$ cat config.mk
export PLATFORM = sky130hd
export DESIGN_NAME = temporizador_multicanal_flat
export DESIGN_NICKNAME = d
export VERILOG_FILES = /design/src/rtl/temporizador_multicanal_pkg.sv /design/src/rtl/temporizador_multicanal_if.sv /design/src/rtl/temporizador_multicanal_selector_siguiente_canal.sv /design/src/rtl/temporizador_multicanal.sv /design/src/flat_wrapper.sv
export SDC_FILE = /design/constraint.sdc
export NUM_CORES = 1
export LEC_CHECK = 0
export CAP_MARGIN = 20
export CELL_PAD_IN_SITES_DETAIL_PLACEMENT = 0
export CELL_PAD_IN_SITES_GLOBAL_PLACEMENT = 2
export CORE_MARGIN = 3
export CORE_UTILIZATION = 29
export CTS_CLUSTER_SIZE = 25
export DETAILED_ROUTE_END_ITERATION = 7
export GPL_ROUTABILITY_DRIVEN = 1
export MAX_ROUTING_LAYER = met4
export PLACE_DENSITY = 0.85
export SYNTH_ARGS = -nofsm -noshare
export SYNTH_HDL_FRONTEND = slang
export SYNTH_SLANG_ARGS = --single-unit
$ cat constraint.sdc
create_clock -name clk -period 3.4 [get_ports clk]
set_input_delay 0.68 -clock clk [delete_from_list [all_inputs] [get_ports clk]]
set_output_delay 0.68 -clock clk [all_outputs]
set_load 0.05 [all_outputs]
$ cat src/rtl/temporizador_multicanal_pkg.sv
// Shared types and constants for the multichannel motor timer.
package temporizador_multicanal_pkg;

  typedef enum logic [1:0] {
    ST_IDLE = 2'b00,
    ST_RUN  = 2'b01,
    ST_DONE = 2'b10
  } estado_t;

  localparam int unsigned N_CANALES_DEF = 3;
  localparam int unsigned CNT_W_DEF     = 5;

  // Channel index width; a single channel still needs one bit.
  function automatic int unsigned idx_w(input int unsigned n);
    if (n <= 32'd1) return 32'd1;
    return $clog2(n);
  endfunction

endpackage

$ cat src/rtl/temporizador_multicanal_if.sv
// Recipe-loader / motor-driver bus of the multichannel timer.
// Optional pause input present when TEMPO_PAUSE_EN is defined.
interface temporizador_multicanal_if #(
  parameter int unsigned N_CANALES = temporizador_multicanal_pkg::N_CANALES_DEF,
  parameter int unsigned CNT_W     = temporizador_multicanal_pkg::CNT_W_DEF
);
  localparam int unsigned IDX_W = temporizador_multicanal_pkg::idx_w(N_CANALES);

  logic                         enter;
  logic                         abort;
`ifdef TEMPO_PAUSE_EN
  logic                         pausa;
`endif
  logic [N_CANALES*CNT_W-1:0]   ciclos;
  logic [N_CANALES-1:0]         motor_on;
  logic [N_CANALES-1:0]         flags;
  logic [IDX_W-1:0]             canal;
  logic                         busy;
  logic                         done;

  modport master (
    output enter,
    output abort,
`ifdef TEMPO_PAUSE_EN
    output pausa,
`endif
    output ciclos,
    input  motor_on,
    input  flags,
    input  canal,
    input  busy,
    input  done
  );

  modport slave (
    input  enter,
    input  abort,
`ifdef TEMPO_PAUSE_EN
    input  pausa,
`endif
    input  ciclos,
    output motor_on,
    output flags,
    output canal,
    output busy,
    output done
  );

endinterface

$ cat src/rtl/temporizador_multicanal_selector_siguiente_canal.sv
// Priority search for the next channel with a non-zero on-time.
module selector_siguiente_canal #(
  parameter int unsigned N     = 3,
  parameter int unsigned IDX_W = 2
) (
  input  logic [N-1:0]     mask,
  input  logic [IDX_W-1:0] actual,
  input  logic             desde_inicio,
  output logic [IDX_W-1:0] siguiente,
  output logic             encontrado
);

  // Lowest qualifying index: any from the start, otherwise strictly above actual.
  always_comb begin
    siguiente  = '0;
    encontrado = 1'b0;
    for (int unsigned i = 0; i < N; i++) begin
      if (!encontrado && mask[i] && (desde_inicio || (IDX_W'(i) > actual))) begin
        siguiente  = IDX_W'(i);
        encontrado = 1'b1;
      end
    end
  end

endmodule

$ cat src/rtl/temporizador_multicanal.sv
// Sequential multichannel motor timer: runs each channel for its latched
// on-time in order, skipping zero-length channels, then pulses done.
// Optional feature macro: TEMPO_PAUSE_EN (adds pausa input on the bus).
module temporizador_multicanal
  import temporizador_multicanal_pkg::*;
#(
  parameter int unsigned N_CANALES = N_CANALES_DEF,
  parameter int unsigned CNT_W     = CNT_W_DEF
) (
  input  logic                     clk,
  input  logic                     rst_n,
  temporizador_multicanal_if.slave bus
);

  localparam int unsigned IDX_W = idx_w(N_CANALES);

  typedef logic [N_CANALES-1:0][CNT_W-1:0] ciclos_t;

  estado_t              estado_q, estado_d;
  logic [CNT_W-1:0]     cnt_q, cnt_d;
  logic [IDX_W-1:0]     canal_q, canal_d;
  ciclos_t              lat_q, lat_d;

  ciclos_t              ciclos_in;
  logic [N_CANALES-1:0] nz_in, nz_lat, sel_mask;
  logic [IDX_W-1:0]     sel_idx;
  logic                 sel_found;
  logic                 en_idle_c;
  logic [CNT_W-1:0]     len_act_c;
  logic                 ultimo_c;
  logic                 pausa_c;

  assign ciclos_in = bus.ciclos;
  assign en_idle_c = (estado_q == ST_IDLE);
  assign len_act_c = lat_q[canal_q];
  assign ultimo_c  = (cnt_q == (len_act_c - CNT_W'(1)));

`ifdef TEMPO_PAUSE_EN
  assign pausa_c = bus.pausa;
`else
  assign pausa_c = 1'b0;
`endif

  // Non-zero masks: live inputs for the first pick, snapshot while running.
  always_comb begin
    nz_in  = '0;
    nz_lat = '0;
    for (int unsigned i = 0; i < N_CANALES; i++) begin
      nz_in[i]  = |ciclos_in[i];
      nz_lat[i] = |lat_q[i];
    end
  end

  assign sel_mask = en_idle_c ? nz_in : nz_lat;

  selector_siguiente_canal #(
    .N     (N_CANALES),
    .IDX_W (IDX_W)
  ) u_selector (
    .mask         (sel_mask),
    .actual       (canal_q),
    .desde_inicio (en_idle_c),
    .siguiente    (sel_idx),
    .encontrado   (sel_found)
  );

  // State, counter, channel and snapshot registers.
  always_ff @(posedge clk or negedge rst_n) begin
    if (!rst_n) begin
      estado_q <= ST_IDLE;
      cnt_q    <= '0;
      canal_q  <= '0;
      lat_q    <= '0;
    end else begin
      estado_q <= estado_d;
      cnt_q    <= cnt_d;
      canal_q  <= canal_d;
      lat_q    <= lat_d;
    end
  end

  // Next-state and datapath update.
  always_comb begin
    estado_d = estado_q;
    cnt_d    = cnt_q;
    canal_d  = canal_q;
    lat_d    = lat_q;
    unique case (estado_q)
      ST_IDLE: begin
        if (bus.enter && !bus.abort) begin
          lat_d   = ciclos_in;
          cnt_d   = '0;
          canal_d = sel_idx;
          estado_d = sel_found ? ST_RUN : ST_DONE;
        end
      end
      ST_RUN: begin
        if (bus.abort) begin
          estado_d = ST_IDLE;
          cnt_d    = '0;
          canal_d  = '0;
        end else if (pausa_c) begin
          cnt_d = cnt_q;
        end else if (ultimo_c) begin
          cnt_d = '0;
          if (sel_found) begin
            canal_d = sel_idx;
          end else begin
            estado_d = ST_DONE;
          end
        end else begin
          cnt_d = cnt_q + CNT_W'(1);
        end
      end
      ST_DONE: begin
        estado_d = ST_IDLE;
        cnt_d    = '0;
        canal_d  = '0;
      end
      default: begin
        estado_d = ST_IDLE;
        cnt_d    = '0;
        canal_d  = '0;
      end
    endcase
  end

  // Output decode from registered state; abort masks flags/done, pause masks motors.
  always_comb begin
    bus.motor_on = '0;
    bus.flags    = '0;
    bus.busy     = (estado_q == ST_RUN);
    bus.done     = (estado_q == ST_DONE) && !bus.abort;
    bus.canal    = canal_q;
    for (int unsigned i = 0; i < N_CANALES; i++) begin
      if ((estado_q == ST_RUN) && !pausa_c && (canal_q == IDX_W'(i))) begin
        bus.motor_on[i] = 1'b1;
        bus.flags[i]    = ultimo_c && !bus.abort;
      end
    end
  end

endmodule
$ cat src/flat_wrapper.sv
// flat-port wrapper written by rule: the top's interface ports become plain ports
module temporizador_multicanal_flat import temporizador_multicanal_pkg::*;
#(
  parameter int unsigned N_CANALES = N_CANALES_DEF,
  parameter int unsigned CNT_W     = CNT_W_DEF
)
  (clk, rst_n, bus_enter, bus_abort, bus_ciclos, bus_motor_on, bus_flags, bus_canal, bus_busy, bus_done);
  temporizador_multicanal_if #(.N_CANALES(N_CANALES), .CNT_W(CNT_W)) bus_i ();
  input  logic clk;
  input  logic rst_n;
  input wire logic [$bits(bus_i.enter)-1:0] bus_enter;
  input wire logic [$bits(bus_i.abort)-1:0] bus_abort;
  input wire logic [$bits(bus_i.ciclos)-1:0] bus_ciclos;
  output wire logic [$bits(bus_i.motor_on)-1:0] bus_motor_on;
  output wire logic [$bits(bus_i.flags)-1:0] bus_flags;
  output wire logic [$bits(bus_i.canal)-1:0] bus_canal;
  output wire logic [$bits(bus_i.busy)-1:0] bus_busy;
  output wire logic [$bits(bus_i.done)-1:0] bus_done;
  assign bus_i.enter = bus_enter;
  assign bus_i.abort = bus_abort;
  assign bus_i.ciclos = bus_ciclos;
  assign bus_motor_on = bus_i.motor_on;
  assign bus_flags = bus_i.flags;
  assign bus_canal = bus_i.canal;
  assign bus_busy = bus_i.busy;
  assign bus_done = bus_i.done;
  temporizador_multicanal #(.N_CANALES(N_CANALES), .CNT_W(CNT_W)) u_core (.clk(clk), .rst_n(rst_n), .bus(bus_i));
endmodule
==> parameters.txt, run 1 <==
Parameter                              Value

Global routing
  First-pass GRT wire length ... 6820 um
  Maximum number of pins on one net before global-route repair ... 25
  Global routing usage summed across all routing layers ... approximately 14%
  Vias in the first global route ... 1416
  Number of antenna violations at the first check in global routing ... 0
  Gr ovfl total ... 0

Yosys
  Fraction of the yosys area taken by sequential cells ... 37.6%
  Ys Warns ... 0
  Share of the synthesized area in the top cell type ... 37.6%
  Number of distinct library cells after synthesis ... 51
  Synthesized flop and latch total ... 24
  Syn_nets ... approximately 180
  Largest area contributor in the synthesized netlist ... sky130_fd_sc_hd__dfrtp_1
  Cell types occupying the most area after synthesis ... sky130_fd_sc_hd__dfrtp_1 38%, sky130_fd_sc_hd__mux2_2 11%, sky130_fd_sc_hd__mux2i_1 3.1%
  Post-synthesis average cell area ... about 10 um2
  Post-synthesis cell area ... approximately 1600 um2
  Ys flop type ... sky130_fd_sc_hd__dfrtp_1
  Synth Instances ... 158
  Post-synth EDFFs ... 0
  Proportion of register bits with asynchronous set or reset after synthesis ... 100%

Hold path
  Class of the most critical hold timing path ... flop to flop

Status
  Failing checks ... negative setup slack
  Outcome ... finished, violations left

Detailed routing
  Detailed Route WL ... between 4000 and 5000 um
  First-pass detailed-route iteration total ... 4
  Post-DRT Antenna Nets ... 0
  Vias ... about 1400
  Post-detailed-route via-to-cell ratio ... around 5
  Routed wire per std cell ... 14.8 um
  DRC violation total after the first TritonRoute iteration ... 43
  Final routed DRC violation total ... 0

Floorplan
  Core Footprint ... 5200 um2
  Horizontal die dimension ... approximately 80 um
  Area enclosed by the die boundary ... around 6400 um2
  Core Rows ... 26
  Initial cell density of the core ... a little under a third
  Ports placed on the boundary ... 29
  Floorplan die height ... between 80 and 90 um

Worst setup path
  Worst setup SP type ... flop
  Slack of the worst reg-to-reg path ... between 500 and 600 ps
  Type of element capturing the critical path ... primary output
  Largest fanout of any net on the critical path ... 7
  Worst Path Class, Setup ... flop to primary output
  Signal arrival time at the worst endpoint ... about 2900 ps
  WP data required ... between 2000 and 3000 ps

Power
  Total power per unit cell area ... 879 nW/um2
  VDD IR max ... around 0.32 mV
  Leak pwr ... between 0.8 and 0.9 nW
  Power consumption ... around 2.0 mW

Timing
  Final number of hold-violating endpoints ... 0
  Max Slew Vio Count ... 0
  Worst Slack Setup Final ... -138 ps
  Relative slew slack ... between 60% and 70%
  Count of final setup violators ... 3
  Setup clock skew after layout ... 2.66 ps
  Maximum clock frequency ... 0.283 GHz
  Clock period minus worst slack ... around 3500 ps
  RSZ-0062 raised after global routing ... true
  Worst Max-Slew Pin Slew ... 504 ps
  Worst hold slack ... between 500 and 600 ps
  Post-route fraction of the period consumed by the critical path ... 104%

Clock network
  Clock transition at path regs ... 90 ps
  Clock Sink Count ... 24
  Worst-Skew Late Latency ... around 270 ps
  Number of buffers added to fix hold violations after cts ... 0
  H-tree Lvls ... 1
  Clock Tree Root ... sky130_fd_sc_hd__clkbuf_8
  CTS tree ... built
  Number of buffers on the longest clock path ... 2
  TritonCTS buffer count ... 3

Cells and area
  Layout net count ... about 230
  Most frequent cells in the layout ... 25 x sky130_fd_sc_hd__clkdlybuf4s50_1, 22 x sky130_fd_sc_hd__dfrtp_1, 20 x sky130_fd_sc_hd__buf_4, 15 x sky130_fd_sc_hd__mux2_2, 12 x sky130_fd_sc_hd__nor2_1
  Synth-to-layout area growth ... 39.5%
  Final cell utilization of the core ... between 40% and 50%
  Most common cell after layout, fill and taps aside ... sky130_fd_sc_hd__clkdlybuf4s50_1
  Antenna diodes ... 0
  Filler-free cell count of the finished design ... between 200 and 300
  Fraction of layout instances using a drive strength above 1 ... around a third
  Filler cells ... around 540

Placed design
  RePlAce Congestion ... a little under 0.8
  Detailed Place HPWL ... around 3100 um
  Pre-CTS setup slack ... slightly above 20 ps
  Number of buffer cells added on primary ports ... 28
  Number of placed cells counting well taps ... ~260

Run
  Reported max-cap violation count ... 0
## state kept, by name, summed over array words and instances, names as in the netlist
register / cells
u_core.lat_q: 15
u_core.cnt_q: 5
u_core.bus.canal: 2
u_core.estado_q: 2
## final timing paths
path | cells past startpoint | end | start
min in group asynchronous | 2 | u_core.lat_q[9]$_DFFE_PN0P_ | rst_n
min | 1 | u_core.lat_q[1]$_DFFE_PN0P_ | u_core.lat_q[1]$_DFFE_PN0P_
max | 11 | bus_flags[0] | u_core.bus.canal[0]$_DFFE_PN0P_
min reg2reg | 1 | u_core.lat_q[1]$_DFFE_PN0P_ | u_core.lat_q[1]$_DFFE_PN0P_
max reg2reg | 12 | u_core.estado_q[0]$_DFFE_PN0P_ | u_core.bus.canal[0]$_DFFE_PN0P_
max in group asynchronous | 2 | u_core.bus.canal[0]$_DFFE_PN0P_ | rst_n
## critical path, stage by stage (launching register included)
cell and delay [ps]:
sky130_fd_sc_hd__dfrtp_2 510, sky130_fd_sc_hd__mux2i_2 200, sky130_fd_sc_hd__o2bb2ai_2 180, sky130_fd_sc_hd__inv_1 70, sky130_fd_sc_hd__ha_2 190, sky130_fd_sc_hd__and2_4 130, sky130_fd_sc_hd__a221o_1 310, sky130_fd_sc_hd__o2bb2ai_2 130
sky130_fd_sc_hd__o311a_4 120, sky130_fd_sc_hd__or3_4 380, sky130_fd_sc_hd__nor4_4 200, sky130_fd_sc_hd__buf_12 180
## cells in the mapped netlist (all sizes together), types with 2 or more instances
library cell	number
or2	2
and2	3
nor4	3
xnor2	3
a21oi	4
nor3	7
or4	5
o22ai	2
o21ai	10
clkbuf	2
nand2	5
inv	6
nor2b	3
o31ai	2
xor2	3
o2bb2ai	2
nand2b	6
mux2	15
nand3	4
nor2	12
dfrtp	24
nor3b	2
o211ai	5
mux2i	6
buf	5
ha	2
## cell families (layout without fill, tap and decap cells)
family,after synthesis,in the layout,synth area share (%)
AO/OA/AOI/OAI,36,36,17.3
XOR/XNOR,6,6,3.29
adder cells (fa/ha/maj),2,2,1.57
buffers and inverters,13,58,3.92
flip-flops,24,24,37.6
multiplexers,21,21,14.6
AND/OR/NAND/NOR,56,56,21.6
## through the flow
step           area (um2)  TNS (ps)
6_report             2230      -322
5_1_grt              2230      -718
4_1_cts              2220      -233
3_5_place_dp         2070         0
3_3_place_gp         2070         0
2_1_floorplan        1640      -663
## metal layers
metal,vias to the layer above,GRT usage [%],wire length [um]
met5,-,-,0
met4,0,4.39,80
met3,8,1.79,157
met2,34,22.6,2010
met1,681,17.8,1800
li1,678,-,-
## final cells by class
cell class | count | area [um2] | share of cell area (%)
multi-input combinational | 121 | 981 | 44.1
clock buffer | 3 | 41.3 | 1.85
inverter | 6 | 22.5 | 1.01
clock inverter | 1 | 30.0 | 1.35
sequential | 24 | 603 | 27.1
timing repair buffer | 48 | 460 | 20.7
tap | 70 | 87.6 | 3.93
## report_power, final
part           total [mW]  internal, mW  switching (mW)  leakage, nW
sequential          0.521         0.399           0.122        0.295
clock               0.253         0.157          0.0952       0.0357
combinational        1.18         0.567           0.616        0.544
## timing repair
action                                  CTS  global route
pin swaps                                 3             1
gates cloned                              0             0
gates resized for setup                   5             1
endpoints found under the setup margin    3             3
setup buffers                             9             1
endpoints found under the hold margin     0             0
No activity file was read; power rests on OpenSTA's default activity.
==> run 2, diff against run 1 <==
--- a/config.mk
+++ b/config.mk
@@ -8,7 +8,7 @@
 export CAP_MARGIN = 20
 export CELL_PAD_IN_SITES_DETAIL_PLACEMENT = 0
 export CELL_PAD_IN_SITES_GLOBAL_PLACEMENT = 2
-export CORE_MARGIN = 3
+export CORE_MARGIN = 1.5
 export CORE_UTILIZATION = 29
 export CTS_CLUSTER_SIZE = 25
 export DETAILED_ROUTE_END_ITERATION = 7
==> parameters.txt, run 2 (synthesized netlist as in run 1, its figures left out) <==
Parameter                              Value

Worst setup path
  Worst setup path startpoint ... u_core.bus.canal[0]$_DFFE_PN0P_
  Largest fanout of any net on the critical path ... 3
  Worst setup SP type ... flop
  Type of element capturing the critical path ... primary output
  WP data required ... roughly 2700 ps
  Startpoint of the most critical register-to-register path ... u_core.bus.canal[0]$_DFFE_PN0P_
  Worst Path Class, Setup ... flop to primary output
  Slack of the worst reg-to-reg path ... around 740 ps
  Signal arrival time at the worst endpoint ... about 2800 ps

Timing
  Clock period minus worst slack ... 3500 ps
  Relative slew slack ... 65.2%
  RSZ-0062 raised after global routing ... true
  Worst Max-Slew Pin Slew ... about 520 ps
  Max Slew Vio Count ... 0
  Setup clock skew after layout ... approximately 3.2 ps
  Count of final setup violators ... 3
  Post-route fraction of the period consumed by the critical path ... 103%
  Maximum clock frequency ... about 0.29 GHz
  Final number of hold-violating endpoints ... 0
  Worst hold slack ... 522 ps
  Worst Slack Setup Final ... -103 ps

Status
  Outcome ... finished, violations left
  Failing checks ... negative setup slack

Detailed routing
  Post-detailed-route via-to-cell ratio ... 5.08
  Detailed Route WL ... 4080 um
  Routed wire per std cell ... 14.8 um
  Final routed DRC violation total ... 0
  Wire length on met2 ... between 2000 and 2500 um
  Vias ... 1396
  Met3 wire length ... ~120 um
  Post-DRT Antenna Nets ... 0
  Uppermost routed layer ... met4
  DRC violation total after the first TritonRoute iteration ... 38
  First-pass detailed-route iteration total ... 4
  Metal-1 WL ... about 1900 um

Floorplan
  Ports placed on the boundary ... 29
  Core Footprint ... between 5000 and 6000 um2
  Floorplan die height ... roughly 77 um
  Horizontal die dimension ... approximately 77 um
  Area enclosed by the die boundary ... around 6000 um2
  Core Rows ... 26
  Initial cell density of the core ... 30.6%

Cells and area
  Largest register FFs ... 15
  Most frequent cells in the layout ... 25 x sky130_fd_sc_hd__clkdlybuf4s50_1, 22 x sky130_fd_sc_hd__dfrtp_1, 20 x sky130_fd_sc_hd__buf_4, 15 x sky130_fd_sc_hd__mux2_2, 12 x sky130_fd_sc_hd__nor2_1
  Largest registers ... u_core.lat_q (15), u_core.cnt_q (5)
  Synth-to-layout area growth ... 39.8%
  Filler cells ... between 500 and 600
  Antenna diodes ... 0
  Final instance area ... 2230 um2
  Register ranked first by flip-flop count ... u_core.lat_q
  Layout net count ... ~230
  Final cell utilization of the core ... between 40% and 50%
  Fraction of layout instances using a drive strength above 1 ... 31.2%
  Filler-free cell count of the finished design ... roughly 280
  Most common cell after layout, fill and taps aside ... sky130_fd_sc_hd__clkdlybuf4s50_1

Clock network
  TritonCTS buffer count ... 3
  H-tree Lvls ... 1
  Number of buffers added to fix hold violations after cts ... 0
  Number of buffers on the longest clock path ... 2
  CTS tree ... built
  Clock Tree Root ... sky130_fd_sc_hd__clkbuf_8
  Clock transition at path regs ... approximately 100 ps
  Clock Sink Count ... 24
  Worst-Skew Late Latency ... 270 ps

Power
  Switching fraction of total power ... a little over two fifths
  Total power per unit cell area ... just under 900 nW/um2
  Reg power frac ... around 26%
  VDD IR max ... ~0.39 mV
  Internal Pwr Total ... ~1.1 mW
  Part of the power in combinational logic ... 60.7%
  Power share of the clock group ... between 10 and 15%
  Leak pwr ... between 0.8 and 0.9 nW
  Power consumption ... roughly 2 mW
  Net switching power of the design ... roughly 840 uW

Placed design
  Number of buffer cells added on primary ports ... 28
  Post-detailed-placement cell area ... about 2100 um2
  RePlAce Congestion ... 0.851
  Detailed Place HPWL ... between 3000 and 4000 um
  Number of placed cells counting well taps ... around 260

Global routing
  Global routing usage summed across all routing layers ... approximately 15%
  Vias in the first global route ... 1452
  First-pass GRT wire length ... between 6000 and 7000 um
  Number of antenna violations at the first check in global routing ... 0
  Maximum number of pins on one net before global-route repair ... 25
  Gr ovfl total ... 0

Hold path
  Hold_sp ... u_core.lat_q[3]$_DFFE_PN0P_
  Class of the most critical hold timing path ... flop to flop

Run
  Reported max-cap violation count ... 0
## run 2: cell types whose count changed in the layout (fill, tap and decap cells not counted), sizes merged
| cell | before | now |
|---|---|---|
| buf | 23 | 25 |
## run 2: path summary, 6_finish.rpt
check	end	cells past startpoint
hold / removal	u_core.lat_q[3]$_DFFE_PN0P_	1
min in group asynchronous	u_core.lat_q[9]$_DFFE_PN0P_	2
setup / recovery	bus_flags[0]	12
max in group asynchronous	u_core.bus.canal[1]$_DFFE_PN0P_	2
hold reg to reg	u_core.lat_q[3]$_DFFE_PN0P_	1
setup reg to reg	u_core.cnt_q[1]$_DFFE_PN0P_	12
## run 2: power by group through the flow
stage	clock [mW]	sequential [mW]	combinational (mW)
3_5_place_dp	0	0.531	1.04
2_1_floorplan	0	0.492	0.762
6_report	0.263	0.505	1.19
5_1_grt	0.276	0.522	1.29
4_1_cts	0.266	0.504	1.17
3_3_place_gp	0	0.531	1.03
## run 2: timing repair
| item | CTS | global route |
|---|---|---|
| pin swaps | 2 | 1 |
| setup buffers | 13 | 1 |
| setup endpoints to repair | 3 | 3 |
| gates resized for setup | 3 | 0 |
## run 2: per-layer routing
layer	vias up	track usage (%)
li1	684	-
met4	0	3.27
met1	677	19.3
met3	4	1.79
met2	31	25.2
met5	-	-
## run 2: area by class of cell
type	instances	area [um2]	area share, %
repair buffers	50	477	21.4
clock buffers	3	41.3	1.85
multi-input cells	121	970	43.5
clock inverters	1	30.0	1.35
well taps	70	87.6	3.93
inverters	6	22.5	1.01
flip-flops and latches	24	603	27.0
## run 2: stage by stage
stage               setup slack (ps)  TNS [ps]
global placement                64.7         0
detailed placement              20.4         0
finish                          -103      -213
CTS                            -96.2      -203
floorplan                       -379      -663
global route                    -184      -446
## run 2: worst max-delay path: stages, from the launching register on
cell and delay, ps:
sky130_fd_sc_hd__dfrtp_2 430, sky130_fd_sc_hd__buf_4 160, sky130_fd_sc_hd__mux2i_1 120, sky130_fd_sc_hd__nor2_1 140, sky130_fd_sc_hd__a21oi_1 70, sky130_fd_sc_hd__ha_2 190, sky130_fd_sc_hd__and2_4 130, sky130_fd_sc_hd__a221o_1 310
sky130_fd_sc_hd__o2bb2ai_2 130, sky130_fd_sc_hd__o311a_4 120, sky130_fd_sc_hd__or3_4 380, sky130_fd_sc_hd__nor4_4 200, sky130_fd_sc_hd__buf_12 180
